$ cat config.mk
export PLATFORM = sky130hd
export DESIGN_NAME = serial_transmitter
export DESIGN_NICKNAME = d
export VERILOG_FILES = /design/src/rtl/serial_transmitter_pkg.sv /design/src/rtl/serial_transmitter_tx_fifo.sv /design/src/rtl/serial_transmitter.sv
export SDC_FILE = /design/constraint.sdc
export NUM_CORES = 1
export LEC_CHECK = 0
export BUFFER_PORTS_ARGS = -buffer_cell sky130_fd_sc_hd__buf_2
export CORE_UTILIZATION = 25
export DETAILED_ROUTE_END_ITERATION = 10
export GPL_ROUTABILITY_DRIVEN = 0
export PLACE_DENSITY = 0.4
export SYNTH_ARGS = -nofsm -noshare
export SYNTH_HDL_FRONTEND = slang
export SYNTH_SLANG_ARGS = --single-unit
$ cat constraint.sdc
create_clock -name clk -period 2.6 [get_ports clk]
set_input_delay 0.52 -clock clk [delete_from_list [all_inputs] [get_ports clk]]
set_output_delay 0.52 -clock clk [all_outputs]
set_load 0.005 [all_outputs]
$ cat src/rtl/serial_transmitter_pkg.sv
// Shared definitions for the serial transmitter: frame geometry, FSM state
// encoding and the helper that turns a queued FIFO entry into the 8-bit
// payload ({parity, data}) shifted out after the start bit.
package serial_transmitter_pkg;

    localparam int FRAME_DATA_BITS = 7;
    localparam int FRAME_BITS      = 8;   // data bits plus parity bit

    typedef enum logic [1:0] {
        ST_IDLE  = 2'd0,
        ST_START = 2'd1,
        ST_DATA  = 2'd2,
        ST_STOP  = 2'd3
    } tx_state_t;

    // Parity is even over the 8 payload bits; parity_err flips it so a
    // receiver's parity check can be exercised.
    function automatic logic [FRAME_BITS-1:0] make_payload(
        input logic [FRAME_DATA_BITS-1:0] data,
        input logic                       parity_err
    );
        return {(^data) ^ parity_err, data};
    endfunction

endpackage

$ cat src/rtl/serial_transmitter_tx_fifo.sv
// tx_fifo: circular-buffer FIFO holding characters waiting to be framed.
//   clk, rstn   : clock, asynchronous active-low reset (pointers/count only)
//   push        : write push_data when not full (ignored when full)
//   push_data   : entry to store
//   pop         : drop the head entry when not empty
//   head        : current head entry (valid while count != 0)
//   count       : number of stored entries, 0..DEPTH
//   not_full    : count != DEPTH, from registered state only
module tx_fifo
    import serial_transmitter_pkg::*;
#(
    parameter int DEPTH = 4,
    parameter int WIDTH = FRAME_BITS
) (
    input  logic                           clk,
    input  logic                           rstn,
    input  logic                           push,
    input  logic [WIDTH-1:0]               push_data,
    input  logic                           pop,
    output logic [WIDTH-1:0]               head,
    output logic [$clog2(DEPTH+1)-1:0]     count,
    output logic                           not_full
);

    localparam int PTR_W = $clog2(DEPTH);
    localparam int CNT_W = $clog2(DEPTH+1);
    localparam logic [CNT_W-1:0] FULL_CNT = CNT_W'(DEPTH);

    logic [WIDTH-1:0] mem [DEPTH];
    logic [PTR_W-1:0] wr_ptr;
    logic [PTR_W-1:0] rd_ptr;
    logic             do_push;
    logic             do_pop;

    assign not_full = (count != FULL_CNT);
    assign do_push  = push && not_full;
    assign do_pop   = pop && (count != '0);
    assign head     = mem[rd_ptr];

    // Storage carries no reset; only entries below count are ever read.
    always_ff @(posedge clk) begin
        if (do_push) begin
            mem[wr_ptr] <= push_data;
        end
    end

    // DEPTH is a power of two, so the pointers wrap by plain overflow.
    always_ff @(posedge clk or negedge rstn) begin
        if (!rstn) begin
            wr_ptr <= '0;
            rd_ptr <= '0;
            count  <= '0;
        end else begin
            if (do_push) begin
                wr_ptr <= wr_ptr + PTR_W'(1);
            end
            if (do_pop) begin
                rd_ptr <= rd_ptr + PTR_W'(1);
            end
            case ({do_push, do_pop})
                2'b10:   count <= count + CNT_W'(1);
                2'b01:   count <= count - CNT_W'(1);
                default: count <= count;
            endcase
        end
    end

endmodule

$ cat src/rtl/serial_transmitter.sv
// serial_transmitter: queues 7-bit characters and sends each as a 10-bit
// frame (start 0, data LSB first, parity, stop 1), one bit per clock.
//   clk, rstn     : clock, asynchronous active-low reset
//   in_valid      : producer offers in_data / in_parity_err
//   in_data       : 7-bit character, bit 0 sent first
//   in_parity_err : invert this character's parity bit
//   in_ready      : FIFO can accept a character this cycle
//   serial_out    : registered serial line, idle high
//   busy          : FSM not idle
//   frame_done    : one-cycle pulse during the stop bit
//   fifo_count    : characters waiting in the FIFO
module serial_transmitter
    import serial_transmitter_pkg::*;
#(
    parameter int FIFO_DEPTH = 4
) (
    input  logic                                clk,
    input  logic                                rstn,
    input  logic                                in_valid,
    input  logic [FRAME_DATA_BITS-1:0]          in_data,
    input  logic                                in_parity_err,
    output logic                                in_ready,
    output logic                                serial_out,
    output logic                                busy,
    output logic                                frame_done,
    output logic [$clog2(FIFO_DEPTH+1)-1:0]     fifo_count
);

    localparam int BC_W = $clog2(FRAME_BITS);
    localparam logic [BC_W-1:0] LAST_BIT = BC_W'(FRAME_BITS - 1);

    tx_state_t             state;
    logic [FRAME_BITS-1:0] head;
    logic [FRAME_BITS-1:0] shreg;
    logic [BC_W-1:0]       bit_cnt;
    logic                  pop;

    // The line is free for a new frame while idle or during a stop bit,
    // which lets frames stream with a single stop cycle between them.
    assign pop  = ((state == ST_IDLE) || (state == ST_STOP)) && (fifo_count != '0);
    assign busy = (state != ST_IDLE);

    tx_fifo #(
        .DEPTH (FIFO_DEPTH),
        .WIDTH (FRAME_BITS)
    ) u_fifo (
        .clk       (clk),
        .rstn      (rstn),
        .push      (in_valid),
        .push_data ({in_parity_err, in_data}),
        .pop       (pop),
        .head      (head),
        .count     (fifo_count),
        .not_full  (in_ready)
    );

    // Payload register: loaded on pop, shifted while its bits go out.
    always_ff @(posedge clk) begin
        if (pop) begin
            shreg <= make_payload(head[FRAME_DATA_BITS-1:0], head[FRAME_DATA_BITS]);
        end else if ((state == ST_START) || (state == ST_DATA)) begin
            shreg <= shreg >> 1;
        end
    end

    // serial_out is updated on the same edge as the state, so the line
    // always shows the bit belonging to the current state.
    always_ff @(posedge clk or negedge rstn) begin
        if (!rstn) begin
            state      <= ST_IDLE;
            serial_out <= 1'b1;
            frame_done <= 1'b0;
            bit_cnt    <= '0;
        end else begin
            frame_done <= 1'b0;
            case (state)
                ST_IDLE: begin
                    if (pop) begin
                        state      <= ST_START;
                        serial_out <= 1'b0;
                    end else begin
                        serial_out <= 1'b1;
                    end
                end
                ST_START: begin
                    state      <= ST_DATA;
                    serial_out <= shreg[0];
                    bit_cnt    <= '0;
                end
                ST_DATA: begin
                    if (bit_cnt == LAST_BIT) begin
                        state      <= ST_STOP;
                        serial_out <= 1'b1;
                        frame_done <= 1'b1;
                    end else begin
                        serial_out <= shreg[0];
                        bit_cnt    <= bit_cnt + BC_W'(1);
                    end
                end
                ST_STOP: begin
                    if (pop) begin
                        state      <= ST_START;
                        serial_out <= 1'b0;
                    end else begin
                        state      <= ST_IDLE;
                        serial_out <= 1'b1;
                    end
                end
                default: begin
                    state      <= ST_IDLE;
                    serial_out <= 1'b1;
                end
            endcase
        end
    end

endmodule

# ---- Yosys cells after proc, flatten, opt, wreduce, memory -nomap -nowiden
# Memory sizes are Yosys's and may differ from the RTL's.
# Cells that the tools add are included.
dict set report op_classes {
  add_sub_neg 5
  eq_ne 10
  mux 16
  bitwise_logic 1
  n_reduce_logical 15
}
# cell count
set ops {}
lappend ops {{$mux W8} 2}
lappend ops {{$pmux W3 S2} 2}
lappend ops {{$pmux W2 S4} 1}
lappend ops {{$reduce_bool A2 Y1} 4}
lappend ops {{$mux W1} 7}
lappend ops {{$reduce_xor A7 Y1} 1}
lappend ops {{$add A3 B1 Y3 const B} 2}
lappend ops {{$eq A2 B2 Y1 const B} 3}
lappend ops {{$add A2 B1 Y2 const B} 2}
lappend ops {{$eq A2 B1 Y1 const B} 2}
lappend ops {{$mux W2} 2}
lappend ops {{$ne A2 B1 Y1 const B} 2}
lappend ops {{$reduce_and A2 Y1} 2}
lappend ops {{$eq A3 B3 Y1 const B} 1}
lappend ops {{$logic_and A1 B1 Y1} 3}
lappend ops {{$mux W3} 1}
lappend ops {{$ne A3 B3 Y1 const B} 1}
lappend ops {{$pmux W1 S3} 1}
lappend ops {{$reduce_bool A3 Y1} 1}
lappend ops {{$sub A3 B1 Y3 const B} 1}
lappend ops {{$logic_not A2 Y1} 1}
lappend ops {{$logic_or A1 B1 Y1} 2}
lappend ops {{$ne A2 B2 Y1 const B} 1}
lappend ops {{$reduce_or A2 Y1} 1}
lappend ops {{$xor A1 B1 Y1} 1}
dict set report totals {
  regBits 22
  ram_bits 32
  mem_count 1
}
# memory words width rd rd_clocked_by_memory_dff wr line_no
set mem_list {}
lappend mem_list {u_fifo.mem 4 8 1 0 1 serial_transmitter_tx_fifo.sv:29} ;# logic [WIDTH-1:0] mem [DEPTH];

# ---- Logic depth before layout (Yosys ltp)
dict set report depth {
  word_depth 6
  ltp_mapped 10
  depth_no_buf 10
}

# ---- Cells and area by module
# From an unflattened synthesis, not the netlist that was laid out.
dict set report unflattened {
  hier_cells 143
  area_unflattened_um2 2399.8
}
# module instances cells_each area_per_inst_um2 seq_area_each_um2
set by_module_without_submodules {}
lappend by_module_without_submodules {tx_fifo 1 78 1581.5 1136.1}
lappend by_module_without_submodules {serial_transmitter 1 65 818.3 416.6}

# ---- Worst setup path after synthesis
# No wires, ideal clock.
dict set report synth_path {
  path_type {register to register}
  from {reg state[0]}
  to {reg u_fifo.count[2]}
  setup_time_ns 0.079
  arrival_time_ns 2.256
  required_time_ns 2.521
  setup_slack_ns 0.264
  path_stages_with_launch 11
  period_less_slack_ns 2.336
  path_cell_list {dfrtp_1 > inv_1 > ha_1 > or2_2 > clkinv_1 > ha_1 > inv_1 > fa_1 > xor2_1 > nor2_1 > xor2_1}
}
dict set report synth_via {
  elab_chain_cells 6
  word_cells_on_any_way 9
  classes_between {3 x eq/ne; 1 x mux; 5 x reduce/logical}
}
# element line_no
set synth_rtl {}
lappend synth_rtl {{start, declared} serial_transmitter.sv:32} ;# tx_state_t state;
lappend synth_rtl {{start signal, assigned} serial_transmitter.sv:70} ;# state <= ST_IDLE;
lappend synth_rtl {{start signal, assigned} serial_transmitter.sv:79} ;# state <= ST_START;
lappend synth_rtl {{start signal, assigned} serial_transmitter.sv:86} ;# state <= ST_DATA;
lappend synth_rtl {{$eq A2 B2 Y1 / $logic_not A2 Y1 (equally long branches)} serial_transmitter.sv:40} ;# assign pop = ((state == ST_IDLE) || (state == ST_STOP)) && (fifo_count != '0);
lappend synth_rtl {{$logic_or A1 B1 Y1 *} serial_transmitter.sv:40}
lappend synth_rtl {{$logic_and A1 B1 Y1 *} serial_transmitter.sv:40}
lappend synth_rtl {{net pop} serial_transmitter.sv:36} ;# logic pop;
lappend synth_rtl {{$logic_and A1 B1 Y1 *} serial_transmitter_tx_fifo.sv:37} ;# assign do_pop = pop && (count != '0);
lappend synth_rtl {{$eq A2 B1 Y1 / $eq A2 B2 Y1 (equally long branches)} serial_transmitter_tx_fifo.sv:60} ;# case ({do_push, do_pop})
lappend synth_rtl {{$pmux W3 S2 / $reduce_bool A2 Y1 (equally long branches)} --}
lappend synth_rtl {{end signal, assigned} serial_transmitter_tx_fifo.sv:61} ;# 2'b10: count <= count + CNT_W'(1);
lappend synth_rtl {{end signal, assigned} serial_transmitter_tx_fifo.sv:62} ;# 2'b01: count <= count - CNT_W'(1);
lappend synth_rtl {{end signal, assigned} serial_transmitter_tx_fifo.sv:63} ;# default: count <= count;
lappend synth_rtl {{end, declared} serial_transmitter_tx_fifo.sv:21} ;# output logic [$clog2(DEPTH+1)-1:0] count,
# Mark *: on every way through the listed nets, which the timed path passes. The rest lies on a longest branch.
# A chain may end at the register's enable or synchronous reset.

# ---- Final worst setup path
# Same ends and word-level chain as after synthesis.

==> qor.txt <==
Yosys warnings - 0
CTS hold repair buffers - 0
# port buffers - 17
Rel. slew slack - 69.2%
Crit start category - register
Worst Path Arrival - 2.56 ns
Clock Tree Buf Depth - 2
Fin crit share - 89.2%
Fin crit period - 2.32 ns
CP max stage cell - dfrtp_1
Post-CTS Resized - 0
# fillers - 926
Total Wirelength - 4070 um
Syn-to-layout area delta - 14.8%
CTS tree - yes
Crit path from - state[0]
Clock sink count - 54
First-pass DRT Iterations - 4
Worst R2R Path Depth - 10
CP max stage delay - 0.45 ns
Maximum vdd drop - 0.269 mV
Drt drc - 0
Register area share after synthesis - 65.0%
Status - complete, no violations
Io pins - 18
Worst R2R End - u_fifo.count[2]
Cells along the critical path - inv_1 -> ha_1 -> or2_2 -> clkinv_1 -> ha_1 -> inv_1 -> fa_1 -> xor2_1 -> nor2_1 -> xor2_1
Final setup margin - 0.281 ns
Die X-Extent - 99.7 um
Final hold vios - 0
Post-Synthesis Cells - 161
Crit. path cell count - 10
GRT overflow - 0
Pin count of the biggest net entering global routing - 20
Setup Fix Bufs, Post-CTS - 0
Critical path class - reg -> reg
Switching pwr - 1270 uW
Post-route ant nets - 0
Post-Synthesis Cell Area - 0.00239 mm^2
Die area - 0.00995 mm^2
Initial antenna violation count - 0
Worst setup EP type - register
Net Sw Frac - 36.5%
Multi-input gate area - 751 um^2
Logic pwr share - 44.9%
Worst min path class - in -> async
CP required - 2.84 ns
Crit-path max FO - 6
Tot Pwr - 3470 uW
Syn Area/Cell - 14.8 um^2
Share of cells above drive strength 1 - 20.2%
Cts bufs inserted - 5
Placed cell area - 0.00264 mm^2
Pwr Density - 1270 mW/mm^2
Mapped Nets - 184
Vias post-DR - 1260
Finished layout cell area - 0.00274 mm^2
NumNets Final - 210
DR WL/cell - 12.8 um
Starting Density - 25.8%
Commonest non-fill, non-tap cell in the layout - edfxtp_1
Worst-Skew Late Latency - 0.31 ns
RR Startpoint - state[0]
Clock Tree Root - clkbuf_8
Ant. Diodes - 0
R2R setup slack - 0.28 ns
Clock power frac - 14.6%
Sequential Area - 0.00155 mm^2
Final setup TNS - 0 ns
DP HPWL - 2830 um
Die height - 99.7 um
Starting DRT DRC Count - 56
First-pass GRT wire length - 7010 um
Vias/cell - 3.97
Site Rows - 35
Yosys cell types - 31
Internal power - 2200 uW
Commonest cells after routing, fill and taps aside - edfxtp_1 (40), nand2_1 (24), buf_2 (17), inv_1 (14), dfrtp_1 (13)
Worst Path Buf+Inv - 3
CTS H-tree lvls - 2
Pre-CTS WS - 0.297 ns
Endpoints failing setup - 0
RSZ-0062 raised after global routing - false
Vias in the first global route - 1337
Crit-path leading delay family - adder cells
Total core area - 0.00924 mm^2
Max Clock Skew - 0.00803 ns
Max_cap viols - 0
Sequential share of power - 40.5%
Fin util - 29.7%
Clock transition at path regs - 0.10 ns
Slew Limit Fails - 0
P_leak - 0.00110 uW
Max Clock Freq - 0.431 GHz
Actual transition at the worst max-transition pin - 0.462 ns
#FFs+latches synth - 54
Tot GR Track Use - 9.39%
kinds of logic after synthesis:
group                    after synthesis  share of synthesized area [%]
buffers and inverters                 18                           3.56
XOR/XNOR                              13                           4.77
AO/OA/AOI/OAI                         11                           2.99
AND/OR/NAND/NOR                       42                           7.75
adder cells (fa/ha/maj)               12                           6.60
flip-flops                            54                           65.0
multiplexers                          11                           9.32
worst register-to-register path, cell delays in order, from the launching register on:
cell and delay (ns):
dfrtp_1 0.45, inv_1 0.09, ha_1 0.31, or2_2 0.31, clkinv_1 0.07, ha_1 0.18
inv_1 0.06, fa_1 0.37, xor2_1 0.15, nor2_1 0.11, xor2_1 0.16
stage by stage:
stage	cells	hold WS (ns)
after global placement	309	0.451
after CTS	317	0.0972
after floorplan	161	0.224
after detailed placement	309	0.448
final	317	0.0961
after global routing	317	0.106
routing by layer:
metal | GRT usage (%) | share of wire, %
met5 | 0 | 0
met4 | 3.73 | 1.6
met1 | 11.5 | 46
met3 | 2.53 | 3.0
met2 | 15.8 | 49
flip-flops by register name, indices dropped and copies added, names as in the netlist:
register	count
u_fifo.mem	32
shreg	8
bit_cnt	3
u_fifo.count	3
state	2
u_fifo.rd_ptr	2
u_fifo.wr_ptr	2
frame_done	1
serial_out	1
cell type report:
cell class                 count  share of cell area, %
tap                          129                   5.89
multi-input combinational     89                   27.4
clock inverter                 3                   1.05
timing repair buffer          22                   4.47
sequential                    54                   56.6
inverter                      15                   2.05
clock buffer                   5                   2.51
worst max-delay path by stage:
stage                 endpoint  slack [ns]
3_3_place_gp   u_fifo.count[2]        0.35
4_1_cts        u_fifo.count[2]        0.27
3_5_place_dp   u_fifo.count[2]        0.30
5_1_grt        u_fifo.count[2]        0.14
6_report       u_fifo.count[2]        0.28
2_1_floorplan  u_fifo.count[2]        0.26
power by group through the flow:
stage | logic [uW] | clock network [uW] | registers (uW)
after floorplan | 1230 | 0 | 1380
after global placement | 1590 | 0 | 1430
after detailed placement | 1590 | 0 | 1430
after CTS | 1600 | 533 | 1410
after global routing | 1780 | 566 | 1440
final | 1560 | 508 | 1400
synthesized netlist by cell type, drive strengths merged:
| library cell | count | share of area, % |
|---|---|---|
| a21o | 1 | 0.31 |
| a21oi | 2 | 0.42 |
| a22oi | 2 | 0.63 |
| and2 | 2 | 0.52 |
| and3 | 4 | 1.0 |
| buf | 1 | 0.47 |
| clkbuf | 2 | 0.73 |
| clkinv | 1 | 0.16 |
| dfrtp | 13 | 14 |
| dfstp | 1 | 1.1 |
| edfxtp | 40 | 50 |
| fa | 1 | 0.84 |
| ha | 11 | 5.8 |
| inv | 14 | 2.2 |
| mux2 | 1 | 0.47 |
| mux2i | 2 | 0.84 |
| mux4 | 8 | 8.0 |
| nand2 | 24 | 3.8 |
| nand3 | 1 | 0.21 |
| nor2 | 6 | 0.94 |
| nor2b | 1 | 0.26 |
| nor3 | 1 | 0.21 |
| nor4 | 2 | 0.52 |
| o21ai | 2 | 0.42 |
| o22ai | 3 | 0.79 |
| o32a | 1 | 0.42 |
| or2 | 1 | 0.26 |
| xnor2 | 9 | 3.3 |
| xor2 | 4 | 1.5 |
No activity file was read; power rests on OpenSTA's default activity.
